===== config.mk =====
export PLATFORM = sky130hd
export DESIGN_NAME = sq_eg
export DESIGN_NICKNAME = d
export VERILOG_FILES = /design/src/rtl/sq_eg.sv
export SDC_FILE = /design/constraint.sdc
export NUM_CORES = 1
export LEC_CHECK = 0
export ABC_AREA = 0
export ABC_CLOCK_PERIOD_IN_PS = 3240
export BUFFER_PORTS_ARGS = -buffer_cell sky130_fd_sc_hd__buf_4
export CORE_UTILIZATION = 45
export CTS_CLUSTER_SIZE = 20
export DETAILED_ROUTE_END_ITERATION = 8
export GPL_TIMING_DRIVEN = 1
export PLACE_DENSITY_LB_ADDON = 0.12
export SLEW_MARGIN = 20
export SYNTH_ARGS = -nofsm -noshare
export SYNTH_HDL_FRONTEND = slang
export SYNTH_SLANG_ARGS = --single-unit

===== constraint.sdc =====
create_clock -name clk -period 3.24 [get_ports clk]
set_input_delay 0.648 -clock clk [delete_from_list [all_inputs] [get_ports clk]]
set_output_delay 0.648 -clock clk [all_outputs]
set_load 0.1 [all_outputs]

===== src/rtl/sq_eg.sv =====
// ADSR envelope generator: adds a time-varying attenuation to the log-domain sine
// sample from sq_sin. Attenuation 0 is full level, all-ones is silent.
module sq_eg #(
  parameter int unsigned AW      = 12,
  parameter int unsigned PRESC_W = 15
) (
  input  logic          clk,
  input  logic          reset,
  input  logic          keyon,
  input  logic [3:0]    ar,
  input  logic [3:0]    dr,
  input  logic [3:0]    sl,
  input  logic [3:0]    rr,
  input  logic [AW:0]   sin_log,
  output logic [AW:0]   eg_log,
  output logic [2:0]    eg_state,
  output logic [AW-1:0] atten
);

  typedef enum logic [2:0] {
    StIdle    = 3'd0,
    StAttack  = 3'd1,
    StDecay   = 3'd2,
    StSustain = 3'd3,
    StRelease = 3'd4
  } state_e;

  state_e               r_state;
  state_e               w_state_nxt;
  logic [AW-1:0]        r_atten;
  logic [AW-1:0]        w_atten_nxt;
  logic [AW:0]          r_eg_log;
  logic [PRESC_W-1:0]   r_presc;
  logic                 r_keyon_d;

  logic                 w_rise;
  logic                 w_fall;
  logic [AW-1:0]        w_sl_level;
  logic [AW-1:0]        w_dec;
  logic [AW:0]          w_inc;
  logic [AW:0]          w_sum;
  logic [AW-1:0]        w_sat;

  // A rate R steps once every 2^(PRESC_W-R) cycles; R=0 never steps.
  function automatic logic rate_step(input logic [3:0] r, input logic [PRESC_W-1:0] p);
    logic [PRESC_W-1:0] mask;
    mask = {PRESC_W{1'b1}} >> r;
    return (r != 4'd0) && ((p & mask) == '0);
  endfunction

  assign w_rise     = keyon & ~r_keyon_d;
  assign w_fall     = ~keyon & r_keyon_d;
  // sl=15 maps to fully silent rather than 0xF00.
  assign w_sl_level = (sl == 4'hF) ? {AW{1'b1}} : {sl, {(AW-4){1'b0}}};
  assign w_dec      = (r_atten >> 4) + 1'b1;
  assign w_inc      = {1'b0, r_atten} + 1'b1;
  assign w_sum      = {1'b0, sin_log[AW:1]} + {1'b0, r_atten};
  assign w_sat      = w_sum[AW] ? {AW{1'b1}} : w_sum[AW-1:0];

  // State, attenuation, prescaler, edge detector and output registers.
  always_ff @(posedge clk) begin
    if (reset) begin
      r_state   <= StIdle;
      r_atten   <= {AW{1'b1}};
      r_eg_log  <= {{AW{1'b1}}, 1'b0};
      r_presc   <= '0;
      r_keyon_d <= 1'b0;
    end else begin
      r_state   <= w_state_nxt;
      r_atten   <= w_atten_nxt;
      r_eg_log  <= {w_sat, sin_log[0]};
      r_presc   <= r_presc + 1'b1;
      r_keyon_d <= keyon;
    end
  end

  // Next state and attenuation; key edges win over a rate step in the same cycle.
  always_comb begin
    w_state_nxt = r_state;
    w_atten_nxt = r_atten;
    if (w_rise) begin
      if (ar == 4'hF) begin
        w_atten_nxt = '0;
        w_state_nxt = StDecay;
      end else begin
        w_state_nxt = StAttack;
      end
    end else if (w_fall && (r_state != StIdle)) begin
      w_state_nxt = StRelease;
    end else begin
      unique case (r_state)
        StAttack: begin
          if (rate_step(ar, r_presc)) begin
            if (w_dec >= r_atten) begin
              w_atten_nxt = '0;
              w_state_nxt = StDecay;
            end else begin
              w_atten_nxt = r_atten - w_dec;
            end
          end
        end
        StDecay: begin
          if (rate_step(dr, r_presc)) begin
            if (w_inc >= {1'b0, w_sl_level}) begin
              w_atten_nxt = w_sl_level;
              w_state_nxt = StSustain;
            end else begin
              w_atten_nxt = w_inc[AW-1:0];
            end
          end
        end
        StRelease: begin
          if (rate_step(rr, r_presc)) begin
            if (w_inc >= {1'b0, {AW{1'b1}}}) begin
              w_atten_nxt = {AW{1'b1}};
              w_state_nxt = StIdle;
            end else begin
              w_atten_nxt = w_inc[AW-1:0];
            end
          end
        end
        default: ;
      endcase
    end
  end

  // Outputs are straight from registers.
  always_comb begin
    eg_state = r_state;
    atten    = r_atten;
    eg_log   = r_eg_log;
  end

endmodule


After elaboration in Yosys (flattened, before gate mapping)
Index checks and enable logic that the tools add are counted.
{"block": "totals", "register_bits": 44, "latchBits": 0, "mem_bits_rw": 0, "mem_bits_ro": 0, "in_bits": 32, "out_inout_bits": 28, "wordCells": 77, "memories": 0}
{"block": "op_classes", "addsub": 5, "n_mul": 0, "n_div": 0, "magnitude_cmp": 3, "n_eq_ne": 16, "shift": 3, "mux": 21, "bitwise": 7, "n_reduce_logical": 16}
{"cell": "two-way mux 12 bit", "n": 10}
{"cell": "bitwise AND 15 bit", "n": 3}
{"cell": "zero test 15 bit", "n": 3}
{"cell": "right shift 15 x 4 -> 15 bit (first input constant)", "n": 3}
{"cell": "case mux 12 bit (3 select lines)", "n": 1}
{"cell": "two-way mux 3 bit", "n": 8}
{"cell": "inequality test 4 bit (second input constant)", "n": 6}
{"cell": "nonzero test 4 bit", "n": 4}
{"cell": "adder 15 x 1 -> 15 bit (second input constant)", "n": 1}
{"cell": "adder 12 x 1 -> 13 bit (second input constant)", "n": 1}
{"cell": "adder 12 x 12 -> 13 bit", "n": 1}
{"cell": "greater-or-equal comparator 13 x 12 -> 1 bit", "n": 1}
{"cell": "greater-or-equal comparator 13 x 12 -> 1 bit (second input constant)", "n": 1}
{"cell": "greater-or-equal comparator 9 x 12 -> 1 bit", "n": 1}
{"cell": "subtractor 12 x 9 -> 12 bit", "n": 1}
{"cell": "adder 8 x 1 -> 9 bit (second input constant)", "n": 1}
{"cell": "inequality test 3 bit (second input constant)", "n": 3}
{"cell": "case mux 3 bit (3 select lines)", "n": 1}
{"cell": "equality test 4 bit (second input constant)", "n": 2}
{"cell": "AND reduction 7 bit", "n": 1}
{"cell": "AND reduction 6 bit", "n": 1}
{"cell": "nonzero test 5 bit", "n": 1}
{"cell": "logical AND 1 bit", "n": 4}
{"cell": "equality test 3 x 1 -> 1 bit (second input constant)", "n": 1}
{"cell": "other kinds (9)", "n": 11}

Depth between registers and ports, before layout
{"block": "depth", "depth_word": 8, "ltp_mapped": 15, "mapped_depth_nobuf": 13}

Least setup slack after synthesis
OpenSTA, ideal clock, no wires.
{"block": "synth_timing", "kind": "flip-flop to flip-flop", "start": "register r_atten[8], in the netlist atten[8]", "end": "register r_atten[0], in the netlist atten[0]", "setup_time_ps": 122, "arrival_ps": 3934, "t_required_ps": 3118, "slack_ps": -816, "stages_incl_launch_ff": 16, "n_path_buf": 2, "period_less_slack_ps": 4056, "cell_sequence": "dfxtp_1 clkbuf_1 nand2_1 or2_2 nor2_1 xor2_1 ha_1 a21o_1 a21o_1 a211oi_1 o31ai_1 or3_1 buf_4 nand2_1 a21oi_1 a221o_1"}
{"block": "synth_between", "elab_chain_cells": 7, "elab_cells_between_ends": 14, "classes_between": "add/sub (2); order compare (3); mux (9)"}
{"item": "start: declaration", "line_no": "30", "text": "logic [AW-1:0] r_atten;"}
{"item": "start signal: assignment", "line_no": "64", "text": "r_atten <= {AW{1'b1}};"}
{"item": "start signal: assignment", "line_no": "70", "text": "r_atten <= w_atten_nxt;"}
{"item": "adder 12 x 1 -> 13 bit or adder 8 x 1 -> 9 bit (tied branches)", "line_no": "56, 55"}
{"item": "greater-or-equal comparator 13 x 12 -> 1 bit (tied with other cells)", "line_no": "114", "text": "if (w_inc >= {1'b0, {AW{1'b1}}}) begin"}
{"item": "two-way mux 12 bit, on equally long branches", "line_no": "114, 104, 94"}
{"item": "two-way mux 12 bit, on equally long branches", "line_no": "113, 103, 93"}
{"item": "case mux 12 bit (3 select lines) *", "line_no": "91", "text": "unique case (r_state)"}
{"item": "two-way mux 12 bit *", "line_no": "88", "text": "end else if (w_fall && (r_state != StIdle)) begin"}
{"item": "two-way mux 12 bit *", "line_no": "81", "text": "if (w_rise) begin"}
Mark *: on every way between the ends. The rest lies on a longest branch, timed or not. The select of a mux whose other input is x is not followed.
A chain may end at the register's enable or synchronous reset.

Worst setup path in the final report
{"block": "layout_timing", "start": "register r_atten[6], in the netlist atten[6]", "end": "register r_atten[3], in the netlist atten[3]"}
{"block": "layout_between", "elab_chain_cells": 7, "elab_cells_between_ends": 15, "classes_between": "add/sub (3); order compare (3); mux (9)"}
{"item": "adder 12 x 1 -> 13 bit or adder 8 x 1 -> 9 bit (tied branches)", "line_no": "56, 55"}
{"item": "greater-or-equal comparator 13 x 12 -> 1 bit (tied with other cells)", "line_no": "114"}
{"item": "two-way mux 12 bit, on equally long branches", "line_no": "114, 104, 94"}
{"item": "two-way mux 12 bit, on equally long branches", "line_no": "113, 103, 93"}
{"item": "case mux 12 bit (3 select lines) *", "line_no": "91"}
{"item": "two-way mux 12 bit *", "line_no": "88"}
{"item": "two-way mux 12 bit *", "line_no": "81"}
Marks and branches as above.

==> results by group <==
Status
  • Outcome: finished, final reports clean

STA
  • Slew @ Worst Pin: 825.0 ps
  • Min Tclk post-route: 3130 ps
  • Achievable Freq: 319.5 MHz
  • RSZ-0062 raised after global routing: true
  • Final worst path period share: 0.9662
  • Clk_skew: roughly 11 ps
  • Slew headroom: 0.4489
  • Final-report setup violation count: 0
  • Final hold vios: 0
  • Slew Viols, Final: 0
  • Minimum hold slack: approximately 490 ps

Synth
  • Mapped Area: 3836 um2
  • Yosys warning total: 0
  • Syn Nets: 570
  • Post-synth EDFFs: 0
  • Post-Syn Instances: 500
  • Synth Flop Type: dfxtp_1
  • #FFs+latches synth: 43
  • Syn avg cell area: 7.672 um2
  • Post-synthesis sequential area ratio: 0.2244
  • Synth async-reset ratio: 0
  • Yosys cell types: 60

Worst setup path
  • CP Capture Type: register
  • Critical path fanouts, max: 8
  • CP required: 3430 ps
  • CP Cell Sequence: nand3_1 -> or2_4 -> nor2_2 -> xor2_1 -> ha_1 -> a21o_1 -> a21o_1 -> a211oi_2 -> o31ai_1 -> or3_4 -> nand2_2 -> a21oi_1 -> a221o_1
  • Setup CP Type: reg2reg
  • Max stage delay cell, worst path: or3_4
  • Worst Setup Start Kind: register
  • Crit path DAT: 3320 ps
  • Max incr delay on CP: 400 ps
  • Most frequent CP cell: a21o_1

Finish
  • Register area: 894.6 um2
  • Filler-free cell count of the finished design: around 670
  • Antenna diodes: 0
  • Fill cells: 803
  • Core Util, Final: 0.5674
  • Area growth syn-to-layout: 21.53%
  • Layout Nets: ~640
  • Layout cell share with drive strength beyond 1: 0.2165
  • Area of the multi-input gates: 2868 um2

Clock network
  • Clock Sinks: 43
  • Max Buffers Root-to-Sink: 2
  • CTS tree: built
  • Clock-pin transition on the worst setup and hold timing paths: 90 ps
  • Root Buffer: clkbuf_8
  • Post-CTS Hold Fix Bufs: 0
  • Clock Latency Late Sink: 290 ps
  • H-Tree Level Count: 2
  • CTS buffer count: 5

Floorplan
  • Initial Util: 0.4669
  • Die W: 94.33 um
  • Die height: 94.33 um
  • Die area: 8898 um2
  • I/O pin cnt: 60
  • Row cnt: 33
  • Core box area: 8217 um2

Place
  • Placed Cells: 663
  • Hpwl dp: 8217 um
  • Routability cong.: 0.9385
  • PortBufs: 59

Detailed routing
  • Antenna viol nets, final: 0
  • TritonRoute pass-1 iters: 5
  • DRT Wirelength: 10510 um
  • Routed len/inst: 15.62 um
  • Iter 0 DRT Violations: 165
  • Residual DRC count: 0
  • Vias per cell: 5.780
  • Vias: between 3k and 4k

Run
  • Max_cap viols: 0

GRT
  • Vias in the first global route: 3646
  • Largest net degree at the start of global routing: 36
  • Initial antenna violation count: 0
  • First-pass GRT wire length: ~17000 um
  • Tot GR Track Use: 0.2417
  • GRT Residual Overflow: 0

Hold path
  • Hold WC Path Type: reg2reg

Pwr
  • Power Dens Cells: 909.9 nW/um2
  • Worst ir drop on vdd: 0.0003898 V
  • Static leakage: slightly below 2 nW
==> synth_stat cells, types with 6 or more instances <==
cell type	count	area, um2
a211oi_1	6	45.04
a21o_1	12	90.09
a21oi_1	38	190.2
a221o_1	8	80.08
a31oi_1	7	43.79
and3_1	6	37.54
clkbuf_1	13	48.80
dfxtp_1	43	860.8
ha_1	36	450.4
inv_1	25	93.84
nand2_1	47	176.4
nand2b_1	14	87.58
nand3_1	8	40.04
nand4_1	13	81.33
nor2_1	51	191.4
nor2b_1	11	68.82
nor3_1	11	55.05
o21ai_0	25	125.1
or3_1	7	43.79
xnor2_1	19	166.4
xor2_1	18	157.7
==> cell families (layout without fill, tap and decap cells) <==
kind of cell | count (synthesis) | after routing | share of synthesized area
AOI/OAI and AO/OA | 146 | 146 | 0.2626
xor gates and xnor gates | 37 | 37 | 0.08447
adders and majority gates | 38 | 38 | 0.1279
buffers and inverters | 44 | 112 | 0.04729
DFF | 43 | 43 | 0.2244
muxes | 5 | 5 | 0.01370
and+or+nand+nor | 187 | 187 | 0.2397
==> final cells by class <==
cell class / instances / share of cell area
clock buffer: 7 / 0.01637
clock inverter: 1 / 0.001074
inverter: 25 / 0.02013
multi-input combinational: 413 / 0.6151
sequential: 43 / 0.1919
tap: 105 / 0.02818
timing repair buffer: 79 / 0.1272
==> through the flow <==
step	total power, mW	setup slack, ps	TNS (ps)	area [um2]
after floorplan	3.112	-11.51	-12.79	3923
after global placement	3.799	39.67	0	4531
after detailed placement	3.836	-13.29	-34.41	4531
after CTS	4.198	62.47	0	4619
after global routing	4.567	-24.65	-74.85	4662
final	4.242	109.6	0	4662
==> sequential cells by signal, indices dropped and copies added, names as in the netlist <==
name / flops
eg_state: 3
r_keyon_d: 1
eg_log: 13
r_presc: 14
atten: 12
==> placed cells by master (no fill, tap or decap), drive strengths merged, types with 14 or more instances in the layout <==
master / Yosys / layout
buf: 6 / 79
nor2: 51 / 51
nand2: 47 / 47
dfxtp: 43 / 43
a21oi: 38 / 38
ha: 36 / 36
o21ai: 26 / 26
inv: 25 / 25
xnor2: 19 / 19
xor2: 18 / 18
nand2b: 14 / 14
==> report_power, final <==
group	internal, mW	total [mW]	switching [mW]	leakage [nW]
clock	0.152	0.341	0.189	0.0422
combinational	1.19	3.15	1.96	1.58
sequential	0.634	0.752	0.118	0.353
total	1.97	4.24	2.27	1.98
==> worst max-delay path: cells and delay by family (launching register included) <==
family                     cells  cell delay (ps)
AOI/OAI and AO/OA              6             1080
and+or+nand+nor                5             1080
DFF                            1              390
adders and majority gates      1              280
xor gates and xnor gates       1              190
==> repair_timing <==
action | in CTS | in global routing
setup buffers | 0 | 2
pin swaps | 0 | 2
endpoints found under the setup margin | 12 | 15
cloned | 0 | 0
gates resized for setup | 2 | 7
==> metal layers <==
metal | track usage | wire (um) | up-vias
li1 | - | - | 1953
met1 | 0.3164 | 4896 | 1817
met2 | 0.4209 | 4960 | 112
met3 | 0.03140 | 533 | 8
met4 | 0.05256 | 123 | 0
met5 | 0 | 0 | -
==> worst paths after layout <==
| path | start | to | slack (ps) | cells after the start |
|---|---|---|---|---|
| min | atten[10]$_SDFFE_PP1P_ | atten[10]$_SDFFE_PP1P_ | 490 | 1 |
| min reg2reg | atten[10]$_SDFFE_PP1P_ | atten[10]$_SDFFE_PP1P_ | 490 | 1 |
| max reg2reg | atten[6]$_SDFFE_PP1P_ | atten[3]$_SDFFE_PP1P_ | 110 | 13 |
| max | atten[6]$_SDFFE_PP1P_ | atten[3]$_SDFFE_PP1P_ | 110 | 13 |
Power figures use the tool's default switching activity.
